$ cat config.mk
export PLATFORM = sky130hd
export DESIGN_NAME = decoder38_strobe
export DESIGN_NICKNAME = d
export VERILOG_FILES = /design/src/rtl/coder_pkg.sv /design/src/rtl/strobe_timer.sv /design/src/rtl/decoder38_strobe.sv
export SDC_FILE = /design/constraint.sdc
export NUM_CORES = 1
export LEC_CHECK = 0
export BUFFER_PORTS_ARGS = -buffer_cell sky130_fd_sc_hd__buf_2
export CAP_MARGIN = 25
export CORE_MARGIN = 2
export CORE_UTILIZATION = 55
export CTS_CLUSTER_SIZE = 30
export DETAILED_ROUTE_END_ITERATION = 16
export PLACE_DENSITY = 0.79
export SLEW_MARGIN = 20
export SYNTH_ARGS = -nofsm -noshare
export SYNTH_HDL_FRONTEND = slang
export SYNTH_HIERARCHICAL = 1
export SYNTH_SLANG_ARGS = --single-unit
$ cat constraint.sdc
create_clock -name clk -period 6.5 [get_ports clk]
set_input_delay 0.325 -clock clk [delete_from_list [all_inputs] [get_ports clk]]
set_output_delay 0.325 -clock clk [all_outputs]
set_load 0.005 [all_outputs]
$ cat src/rtl/coder_pkg.sv
// Shared definitions for the 8-to-3 encoder and 3-to-8 strobe decoder pair.
package coder_pkg;

    localparam int IDX_W    = 3;
    localparam int ONEHOT_W = 8;
    localparam int TIMER_W  = 8;

    typedef enum logic [1:0] {
        IDLE  = 2'd0,
        PULSE = 2'd1,
        GAP   = 2'd2
    } decState_t;

    function automatic logic [ONEHOT_W-1:0] onehot(input logic [IDX_W-1:0] idx);
        onehot = ONEHOT_W'(1) << idx;
    endfunction

endpackage

$ cat src/rtl/strobe_timer.sv
// Loadable 8-bit down-counter; holds at zero so it can never underflow.
module strobe_timer
    import coder_pkg::*;
(
    input  logic               clk,
    input  logic               rst,
    input  logic               load_i,
    input  logic [TIMER_W-1:0] load_val_i,
    input  logic               en_i,
    input  logic               clr_i,
    output logic               zero_o
);

    logic [TIMER_W-1:0] count_q;
    logic [TIMER_W-1:0] count_d;

    always_comb begin
        count_d = count_q;
        if (clr_i) begin
            count_d = '0;
        end else if (load_i) begin
            count_d = load_val_i;
        end else if (en_i && (count_q != '0)) begin
            count_d = count_q - TIMER_W'(1);
        end
    end

    always_ff @(posedge clk) begin
        if (rst) begin
            count_q <= '0;
        end else begin
            count_q <= count_d;
        end
    end

    assign zero_o = (count_q == '0);

endmodule

$ cat src/rtl/decoder38_strobe.sv
// Registered 3-to-8 one-hot decoder: holds the decoded line for PULSE_LEN cycles,
// then idles GAP_LEN cycles before accepting the next index; tracks a sticky seen mask.
module decoder38_strobe
    import coder_pkg::*;
#(
    parameter int PULSE_LEN = 4,
    parameter int GAP_LEN   = 1
) (
    input  logic                clk,
    input  logic                rst,
    input  logic [IDX_W-1:0]    dataIn,
    input  logic                validIn,
    output logic                readyOut,
    input  logic                enable,
    input  logic                clearSeen,
    output logic [ONEHOT_W-1:0] dataOut,
    output logic                busy,
    output logic [ONEHOT_W-1:0] seen
);

    localparam logic [TIMER_W-1:0] PULSE_LOAD = TIMER_W'(PULSE_LEN - 1);
    localparam logic [TIMER_W-1:0] GAP_LOAD   = (GAP_LEN > 0) ? TIMER_W'(GAP_LEN - 1) : '0;
    localparam bit                 HAS_GAP    = (GAP_LEN > 0);

    decState_t           state_q;
    logic [ONEHOT_W-1:0] data_q;
    logic [ONEHOT_W-1:0] seen_q;
    logic [ONEHOT_W-1:0] seen_d;
    logic [ONEHOT_W-1:0] onehot_in;
    logic                transfer;

    logic                tmr_load;
    logic [TIMER_W-1:0]  tmr_load_val;
    logic                tmr_en;
    logic                tmr_clr;
    logic                tmr_zero;

    assign readyOut  = enable && !rst && (state_q == IDLE);
    assign transfer  = validIn && readyOut;
    assign onehot_in = onehot(dataIn);

    // One timer serves both PULSE and GAP; the FSM decides what gets loaded.
    always_comb begin
        tmr_load     = 1'b0;
        tmr_load_val = PULSE_LOAD;
        tmr_en       = 1'b0;
        tmr_clr      = 1'b0;
        unique case (state_q)
            IDLE: begin
                if (transfer) begin
                    tmr_load     = 1'b1;
                    tmr_load_val = PULSE_LOAD;
                end
            end
            PULSE: begin
                if (!enable) begin
                    tmr_clr = 1'b1;
                end else if (tmr_zero) begin
                    tmr_load     = HAS_GAP;
                    tmr_load_val = GAP_LOAD;
                end else begin
                    tmr_en = 1'b1;
                end
            end
            GAP: begin
                if (!enable) begin
                    tmr_clr = 1'b1;
                end else begin
                    tmr_en = 1'b1;
                end
            end
            default: tmr_clr = 1'b1;
        endcase
    end

    // A clear colliding with a transfer keeps only the newly decoded line.
    always_comb begin
        seen_d = seen_q;
        if (transfer) begin
            seen_d = (clearSeen ? '0 : seen_q) | onehot_in;
        end else if (clearSeen) begin
            seen_d = '0;
        end
    end

    always_ff @(posedge clk) begin
        if (rst) begin
            state_q <= IDLE;
            data_q  <= '0;
            seen_q  <= '0;
        end else begin
            seen_q <= seen_d;
            unique case (state_q)
                IDLE: begin
                    if (transfer) begin
                        data_q  <= onehot_in;
                        state_q <= PULSE;
                    end
                end
                PULSE: begin
                    if (!enable) begin
                        data_q  <= '0;
                        state_q <= IDLE;
                    end else if (tmr_zero) begin
                        data_q  <= '0;
                        state_q <= HAS_GAP ? GAP : IDLE;
                    end
                end
                GAP: begin
                    if (!enable || tmr_zero) begin
                        state_q <= IDLE;
                    end
                end
                default: begin
                    data_q  <= '0;
                    state_q <= IDLE;
                end
            endcase
        end
    end

    strobe_timer u_timer (
        .clk        (clk),
        .rst        (rst),
        .load_i     (tmr_load),
        .load_val_i (tmr_load_val),
        .en_i       (tmr_en),
        .clr_i      (tmr_clr),
        .zero_o     (tmr_zero)
    );

    assign dataOut = data_q;
    assign seen    = seen_q;
    assign busy    = (state_q != IDLE);

endmodule

==> run metrics <==
final-report max-slew violation count 0; net switching power figure 89.09 µW; Layout area overhead 16.62%; number of buffer and inverter stages on the critical path 1; mean instance size in the synthesized netlist ~9 µm²; total grt overflow 0; via count of the first global-routing pass 1046; number of warnings printed during yosys synthesis 6; cts-stage hold buffer count 0; horizontal extent of the die 52.67 µm; crit path kind reg -> reg; # nets final 190; clock share of power a little under a third; most common cell after layout, fill and taps aside dfxtp_1; row cnt 17; cell taking the most area after synthesis dfxtp_1; switching power share of the total 26.08%; Placed Area 0.001466 mm²; total CTS buffers 3; Max stage delay on crit path 0.41 ns; launching instance or port of the critical path u_timer/count_q[0]; Post-Place Setup Slack approximately 3.9 ns; final instance area 0.001519 mm²; post-detailed-routing wire length 2606 µm; Worst setup SP type flop; Fill cells 196; clock tree from TritonCTS built; count of antenna-violating nets left after detailed routing 0; combinational cell fraction of total power between 15 and 20%; run status finished, final reports clean; number of clock sinks 26; global placement routability congestion 0.8771; LEAKAGE ~0.00064 µW; RSZ-0062 raised after global routing false; Max Clock Freq 382.8 MHz; area of the die roughly 0.0028 mm²; Sequential Power Share 50.1%; cell type group with the largest total delay on the critical path simple AND/OR/NAND/NOR gates; worst min path class in -> reg; post-cts repair resize count 0; number of synthesized flops with an enable pin 0; commonest register cell after synthesis dfxtp_1; minimum clock period after layout 2.612 ns; internal power 252.4 µW; setup total negative slack 0 ns; mapped cell area between 0.001 and 0.0015 mm²; final clock skew approximately 0.0041 ns; CP required 6.70 ns; H-tree depth reported by CTS 1; die span in y between 50 and 60 µm; post-DR wirelength/cell 12.77 µm; Yosys reg bits 26; hold violation count in the final report 0; critical path data arrival time 2.81 ns; core footprint 0.002233 mm²; pwr/cell area 224.8 mW/mm²; area of the multi-input gates 744.5 µm²; critical register-to-register path startpoint u_timer/count_q[0]; initial standard-cell utilization of the core between 50% and 60%; total iterations of the first detailed-routing run 4; Avg Vias per Cell 5.544; Clk Latency, worst-skew pair 0.31 ns; top library cells by usage in the layout, fill and taps aside dfxtp_1 (26), buf_2 (25), nor2_1 (15); start point of the worst min-delay path dataIn[0]; Cell Chain, Critical Path inv_1 > ha_1 > nor4b_2 > and2_1 > nor2b_2 > o211a_1 > or3b_1 > nor4_1 > mux2i_1 > a21oi_1; final cycle utilization of the critical path approximately two fifths; Port-buffer cells 25; drt drc 0; worst reg2reg setup slack 3.89 ns; crit path max-delay cell type or3b_1; biggest fanout along the worst timing path 4; Sequential cell area 520.5 µm²; total inserted antenna cells 0; iteration-0 DRC count of the detailed router 18; final setup margin 3.888 ns; buffers inserted during post-CTS setup optimization 0; GRT Resource Usage Total 21.28%; largest net degree at the start of global routing 16; count of final setup violators 0; layout cell share with drive strength beyond 1 approximately 23%; wire length of the first global-routing pass 4422 µm; Mapped Cells around 150; Distinct cells, synth 42; Reg clk slew, reported paths 0.14 ns; maximum clock insertion buffer count 2; via count of the routed design 1131; count of pins on the block boundary 26; share of synthesized area occupied by flip-flops and latches 39.96%; count of maximum capacitance violations 0; type of destination of the critical path flop; sum of net half-perimeters after detailed placement 1977 µm; root buffer selected by CTS clkbuf_4; Synth async-reset ratio 0%; proportion of netlist area held by the largest area contributor 39.96%; cell types occupying the most area after synthesis dfxtp_1 (40%), o2bb2ai_1 (5.4%), ha_1 (4.8%); initial antenna violation count 0; Peak VDD IR ~0.15 mV
## power groups by stage
stage | sequential (µW) | combinational (µW) | clock, µW
after CTS | 171 | 62.5 | 112
after global routing | 172 | 71.1 | 118
after detailed placement | 175 | 62.1 | 0
after global placement | 174 | 60.0 | 0
final | 171 | 62.6 | 108
after floorplan | 173 | 47.3 | 0
## state kept, by name, indices dropped and copies added (netlist names)
signal,cells
u_timer/count_q,8
state_q,2
seen,8
dataOut,8
## synthesized netlist by cell type, drive strengths merged (2+ instances only)
cell type / number
a211oi: 2
a21boi: 2
a21oi: 10
a22oi: 3
a31oi: 2
a32oi: 2
clkbuf: 2
dfxtp: 26
ha: 5
inv: 11
mux2i: 3
nand2: 7
nand2b: 2
nand3: 2
nand4b: 2
nor2: 17
nor2b: 6
nor3: 2
nor4: 2
nor4b: 2
o211a: 2
o21ai: 9
o2bb2ai: 8
or2: 2
xnor2: 2
## metal layers
layer  part of all wire (%)  global-route usage [%]
met5                      0                       0
met4                   0.65                   8.120
met3                    3.0                   4.000
met2                     49                   36.25
met1                     47                   26.28
## worst register-to-register path, stage by stage (launching register included)
cell     delay [ns]
dfxtp_1        0.40
inv_1          0.08
ha_1           0.22
nor4b_2        0.18
and2_1         0.21
nor2b_2        0.20
o211a_1        0.21
or3b_1         0.41
nor4_1         0.27
mux2i_1        0.23
a21oi_1        0.09
## layout make-up
cell class              count  share of cell area [%]
multi-input cells         110                   49.01
flip-flops and latches     26                   34.27
repair buffers             25                   8.237
inverters                  11                   2.718
well taps                  28                   2.306
clock inverters             1                   1.977
clock buffers               3                   1.483
## cells by family after synthesis
| group | after synthesis | synth area share (%) |
|---|---|---|
| DFF | 26 | 39.96 |
| other | 1 | 0.2879 |
| xor gates and xnor gates | 2 | 1.345 |
| muxes | 3 | 2.306 |
| AOI/OAI and AO/OA | 44 | 24.98 |
| and+or+nand+nor | 50 | 22.00 |
| buffers and inverters | 14 | 4.323 |
| adders and majority gates | 5 | 4.803 |
## per-stage QoR
step | instances | hold slack (ns) | util [%] | power, µW
finish | 204 | 0.3479 | 68.01 | 341.5
floorplan | 150 | 0.4558 | - | 220.4
detailed placement | 200 | 0.4436 | 65.66 | 236.6
CTS | 204 | 0.3205 | 68.01 | 346.0
global placement | 200 | 0.4412 | 65.66 | 234.1
global route | 204 | 0.3518 | 68.01 | 361.7
## worst paths after layout
path / endpoint / cells after the start
hold reg to reg: dataOut[0] / 1
hold / removal: dataOut[3] / 3
setup reg to reg: u_timer/count_q[7] / 10
setup / recovery: u_timer/count_q[7] / 10
Note: power is estimated with default switching activity, not from simulation.
